<file path="config.mk">
export PLATFORM = sky130hd
export DESIGN_NAME = npc_ctrl
export DESIGN_NICKNAME = d
export VERILOG_FILES = /design/src/rtl/npc_ctrl.sv
export SDC_FILE = /design/constraint.sdc
export NUM_CORES = 1
export LEC_CHECK = 0
export CORE_AREA = 4 4 116 118
export CTS_CLUSTER_DIAMETER = 200
export DETAILED_ROUTE_END_ITERATION = 7
export DIE_AREA = 0 0 120 122
export DONT_BUFFER_PORTS = 1
export GPL_TIMING_DRIVEN = 0
export PLACE_DENSITY = 0.61
export SLEW_MARGIN = 5
export SYNTH_ARGS = -nofsm -noshare
export SYNTH_HDL_FRONTEND = slang
export SYNTH_SLANG_ARGS = --single-unit
</file>
<file path="constraint.sdc">
create_clock -name clk -period 2.7 [get_ports clk]
set_input_delay 0.54 -clock clk [delete_from_list [all_inputs] [get_ports clk]]
set_output_delay 0.54 -clock clk [all_outputs]
set_load 0.02 [all_outputs]
</file>
<file path="src/rtl/npc_ctrl.sv">
// Next-PC controller: owns the PC register and EPC, and selects the 5:1 next-PC mux input.
// It also holds redirects that arrive during a stall and flushes IF/ID for one cycle after an exception.
//
// state | meaning
// RUN   | normal fetch; redirects are taken immediately, or latched if stalled
// PEND  | a redirect is held in pend_tgt until the stall releases
// EXC   | first cycle after an exception; IF/ID flushed
module npc_ctrl #(
  parameter logic [31:0] RESET_PC   = 32'h0000_3000,
  parameter logic [31:0] EXC_VECTOR = 32'h0000_4180
) (
  input  logic        clk,
  input  logic        rst,
  input  logic        stall_i,
  input  logic        br_taken_i,
  input  logic        jmp_i,
  input  logic        jr_i,
  input  logic        eret_i,
  input  logic        exc_i,
  input  logic [31:0] exc_pc_i,
  input  logic [31:0] br_tgt_i,
  input  logic [31:0] jmp_tgt_i,
  input  logic [31:0] jr_tgt_i,
  input  logic [31:0] pc_mux_i,
  output logic [2:0]  choose_o,
  output logic [31:0] tgt_e_o,
  output logic [31:0] pc_o,
  output logic [31:0] pc_plus4_o,
  output logic [31:0] epc_o,
  output logic        flush_o
);

  typedef enum logic [1:0] {RUN = 2'd0, PEND = 2'd1, EXC = 2'd2} state_t;

  localparam logic [2:0] SEL_SEQ = 3'b000;
  localparam logic [2:0] SEL_BR  = 3'b001;
  localparam logic [2:0] SEL_JMP = 3'b010;
  localparam logic [2:0] SEL_JR  = 3'b011;
  localparam logic [2:0] SEL_E   = 3'b100;

  state_t      state, state_nxt;
  logic [31:0] pend_tgt;
  logic        has_redir;
  logic [31:0] redir_tgt;
  logic        exc_take;
  logic        pc_load;
  logic        pend_load;

  assign pc_plus4_o = pc_o + 32'd4;
  assign has_redir  = eret_i | jr_i | jmp_i | br_taken_i;

  // Target of the winning redirect, used when it must be held over a stall.
  always_comb begin
    redir_tgt = br_tgt_i;
    if (eret_i)    redir_tgt = epc_o;
    else if (jr_i) redir_tgt = jr_tgt_i;
    else if (jmp_i) redir_tgt = jmp_tgt_i;
  end

  // An exception is accepted in RUN at any time, and in PEND only while still stalled.
  assign exc_take  = exc_i & ((state == RUN) | ((state == PEND) & stall_i));
  assign pc_load   = exc_take | ~stall_i;
  assign pend_load = (state == RUN) & ~exc_i & stall_i & has_redir;

  always_ff @(posedge clk) begin
    if (rst) begin
      state    <= RUN;
      pc_o     <= RESET_PC;
      epc_o    <= 32'd0;
      pend_tgt <= 32'd0;
    end else begin
      state <= state_nxt;
      if (pc_load)   pc_o     <= pc_mux_i;
      if (exc_take)  epc_o    <= exc_pc_i;
      if (pend_load) pend_tgt <= redir_tgt;
    end
  end

  always_comb begin
    state_nxt = state;
    case (state)
      RUN:     if (exc_i) state_nxt = EXC;
               else if (stall_i && has_redir) state_nxt = PEND;
      PEND:    if (exc_take) state_nxt = EXC;
               else if (!stall_i) state_nxt = RUN;
      EXC:     state_nxt = RUN;
      default: state_nxt = RUN;
    endcase
  end

  always_comb begin
    choose_o = SEL_SEQ;
    tgt_e_o  = EXC_VECTOR;
    flush_o  = 1'b0;
    case (state)
      RUN: begin
        if (exc_i) begin
          choose_o = SEL_E;
        end else if (!stall_i) begin
          if (eret_i) begin
            choose_o = SEL_E;
            tgt_e_o  = epc_o;
          end else if (jr_i)       choose_o = SEL_JR;
          else if (jmp_i)          choose_o = SEL_JMP;
          else if (br_taken_i)     choose_o = SEL_BR;
        end
      end
      PEND: begin
        if (exc_take) begin
          choose_o = SEL_E;
        end else if (!stall_i) begin
          choose_o = SEL_E;
          tgt_e_o  = pend_tgt;
        end
      end
      EXC:     flush_o = 1'b1;
      default: ;
    endcase
  end

endmodule

</file>
-- Word level (Yosys, flattened, before mapping)
Index checks and enable logic that the tools add are counted.
- flip-flop bits (word level): 98
- bits of input ports: 168
- output and inout port bits: 132
- word-level logic and storage cells: 48
- add/sub/neg operators: 1
- equal/unequal tests: 4
- mux-type cells: 24
- bitwise logic cells: 12
- reduce and logical (&&, ||, !) cells: 3
- operators with widths (operator ; count):
    32-bit 2-to-1 mux ; 8
    32-bit case mux with 2 select lines ; 1
    32-bit by 3-bit adder with 32-bit output (second input constant) ; 1
    3-bit 2-to-1 mux ; 5
    2-bit 2-to-1 mux ; 6
    3-bit case mux with 2 select lines ; 1
    1-bit bitwise AND ; 5
    1-bit OR ; 5
    2-bit case mux with 2 select lines ; 1
    3-bit by 2-bit inequality test with 1-bit output (second input constant) ; 1
    3-bit inequality test (second input constant) ; 1
    2-bit by 1-bit equality test with 1-bit output (second input constant) ; 1
    2-bit equality test (second input constant) ; 1
    2-bit zero test ; 1
    1-bit 2-to-1 mux ; 2
    1-bit inverter ; 2
    2-bit AND reduction ; 1
    1-bit logical AND ; 1

-- Depth between registers and ports, before layout
- depth after elaboration: 7
- gate-level depth with buffers: 7
- depth with buffers taken out: 5

-- Least setup slack after synthesis
No wires, ideal clock.
- path kind: register to output
- start point: register pc_o[4]
- end point: output port pc_plus4_o[23]
- arrival: 1829 ps
- data required time: 2160 ps
- path slack: 331 ps
- cell stages (with the launch flop): 5
- buffers on the path: 0
- path through: dfxtp_1 nand4_1 nor4_4 nand4_1 xnor2_1
- cells in the longest elaborated chain, start to end: 1
- ends and longest elaborated chain (element ; line ; RTL):
    start, declared ; 27 ; output logic [31:0] pc_o,
    start signal, assigned ; 73 ; if (pc_load) pc_o <= pc_mux_i;
    32-bit by 3-bit adder with 32-bit output ; 49 ; assign pc_plus4_o = pc_o + 32'd4;
    end, declared ; 28 ; output logic [31:0] pc_plus4_o,
No other way between the ends.

-- Worst setup path after layout
- start point: register pc_o[11]
- end point: output port pc_plus4_o[30]
Same word-level chain as after synthesis.

==> impl_metrics.tcl <==
set metrics [dict create \
    worst_ep_arrival_time_ps 2080 \
    power_density_nw_per_um2 570.1 \
    routabilityCongestion 0.8242 \
    die_area_um2 14640 \
    grt_max_degree 15 \
    multiInputGateArea_um2 3407 \
    postRouteAntennaNets 0 \
    synth_fa_ha_area_share_pct 0.2301 \
    viasPerCell 5.906 \
    wl_um 19450 \
    grt_pass1_vias 5153 \
    final_area_um2 6217 \
    synth_commonest_cells "nand2_1, dfxtp_1, a21oi_1, mux2i_1, nor2_1" \
    synth-simple-area-share_pct 21.91 \
    rsz0062_at_grt "yes" \
    numCtsBuffers 9 \
    tightest_slew_ps 792.3 \
    fp.dieH_um 122 \
    cts_tree "done" \
    synth_enable_flop_cells 0 \
    drc 0 \
    grt_usage_pct 25.34 \
    whs_ps 324.5 \
    cts.sinks 98 \
    final_util_pct 49.87 \
    maxSlewViolCount 0 \
    worstHoldPathType "in2reg" \
    vias 5233 \
    gr-total-overflow 0 \
    ys_ff_latch 98 \
    required_ps 2160 \
    finalSetupViolations 0 \
    design_power_total_w 0.003544 \
    start_kind "register" \
    cap_violations 0 \
    clk_latency_ps 340 \
    grt_pass1_wl_um 28760 \
    cp-end-kind "output port" \
    core_um2 12470 \
    ir_worst_vdd_v 0.0002502 \
    finClkSkew_ps 4.039 \
    synth_area_um2 5436 \
    seq_area_um2 1991 \
    synth_top_cell_by_area "dfxtp_1" \
    rows 41 \
    netlist_instances 695 \
    diodes 0 \
    final-instance-count-excl-fill 886 \
    dp_hpwl_um 14790 \
    synth_top_family_by_area "simple AND/OR/NAND/NOR gates" \
    layout_min_cycle_time_ps 2617 \
    numPortBuffers 0 \
    yosysMostFrequentCell "nand2_1" \
    synth.mux.area_fraction_pct 11.78 \
    drive_gt1_share_pct 17.09 \
    fmax_mhz 382.1 \
    post-route-period-util_pct 96.93 \
    synth.area.top_cells "dfxtp_1, mux2i_1, nand2_1" \
    path_max_fanout 6 \
    synth-seq-area-share_pct 36.09 \
    h-tree-depth 3 \
    wl_per_cell_um 21.95 \
    drt_iter0_markers 318 \
    die_w_um 120 \
    synth-compound-area-share_pct 20.30 \
    synth_xor_area_share_pct 4.511 \
    first_pass_iters 5 \
    postCtsHoldBufs 0 \
    fillers 1233 \
    yosys.area.top_type_share_pct 36.09 \
    area_delta_synth_final_pct 14.36 \
    dpl-instance-area_um2 5652 \
    clkTransAtPathRegs_ps 60 \
    cts_buffer_depth 2 \
    synth_area_per_cell_um2 7.822 \
    syn_nets 864 \
    root_buffer "clkbuf_16" \
    ioPinCount 300 \
    antenna_found_initial 0 \
    hold_viol 0 \
    rrSetupSlack_ps 790 \
    yosys_warnings 0 \
    dp_cells 867 \
    status "finished, final reports clean" \
    nets 879 \
    slew_headroom_pct 47.18 \
    async_flop_share_pct 0 \
    power.leakage_nw 2.470 \
    synth_flop_cell "dfxtp_1" \
    critical_path_class "reg2out" \
    synth_cell_types 39 \
    start_util_pct 43.61 \
]
-- what timing repair did --
item,CTS,global route
gates resized for setup,48,23
gates cloned,0,0
endpoints found under the setup margin,49,45
setup buffers,2,2
pin swaps,3,6
-- worst max-delay path, cell delays in order (launching register included) --
cell	delay, ps
dfxtp_1	520
nand3_2	230
nor4_2	440
nand4_1	220
xnor2_2	320
-- registers in the layout, summed over array words and instances, names as in the netlist --
name / count
state: 2
pc_o: 32
pend_tgt: 32
epc_o: 32
-- layout by cell type (no fill, tap or decap), types with 6 or more instances in the layout --
cell       instances
buf_4             11
nand4_1           11
clkbuf_1          32
xnor2_1            8
a22o_1            12
a211oi_1          12
nand2_1          168
and3_1             6
nor2_1            43
a22oi_1           16
dfxtp_2           17
nand3_1           15
o21ai_0           32
a21oi_1           64
clkbuf_16          9
xnor2_2           16
mux2i_1           64
buf_2              9
a211oi_2          20
dfxtp_1           79
nor2_2            14
-- cells by family after synthesis --
kind of cell             Yosys count
AO/OA/AOI/OAI                    163
flip-flops                        98
multiplexers                      64
buffers and inverters             62
XOR/XNOR                          28
AND/OR/NAND/NOR                  279
adder cells (fa/ha/maj)            1
-- routing by layer --
layer	share of wire, %	wire (um)	GRT usage [%]	vias up
li1	-	-	-	2434
met2	50	9725	43.62	242
met4	2.6	515	9.878	0
met1	40	7691	29.97	2526
met3	7.8	1515	7.103	31
met5	0	0	0	-
-- metrics by stage --
stage / setup WS (ps) / TNS, ps
2_1_floorplan: 331.1 / 0
3_3_place_gp: -169.9 / -1570
3_5_place_dp: -186.9 / -1981
4_1_cts: 13.49 / 0
5_1_grt: -50.98 / -84.45
6_report: 82.99 / 0
-- path summary, 6_finish.rpt --
kind,startpoint,end,depth (start not counted)
max,pc_o[11],pc_plus4_o[30],4
min,pc_mux_i[3],pc_o[3],2
max reg2reg,state[0],epc_o[8],6
min reg2reg,pend_tgt[2],pend_tgt[2],2
-- cell type report --
cell class | count | area share, %
inverters | 5 | 0.3019
clock inverters | 3 | 0.2415
multi-input cells | 535 | 54.80
repair buffers | 4 | 0.4830
clock buffers | 12 | 4.126
well taps | 172 | 3.461
flip-flops and latches | 98 | 32.02
plain buffers | 57 | 4.568
-- report_power, final --
group          total (W)  internal, W  switching, W
Combinational   0.000591     0.000211      0.000380
Clock            0.00121     0.000666      0.000544
Sequential       0.00174      0.00155      0.000197
Total            0.00354      0.00242       0.00112
Note: power is estimated with default switching activity, not from simulation.
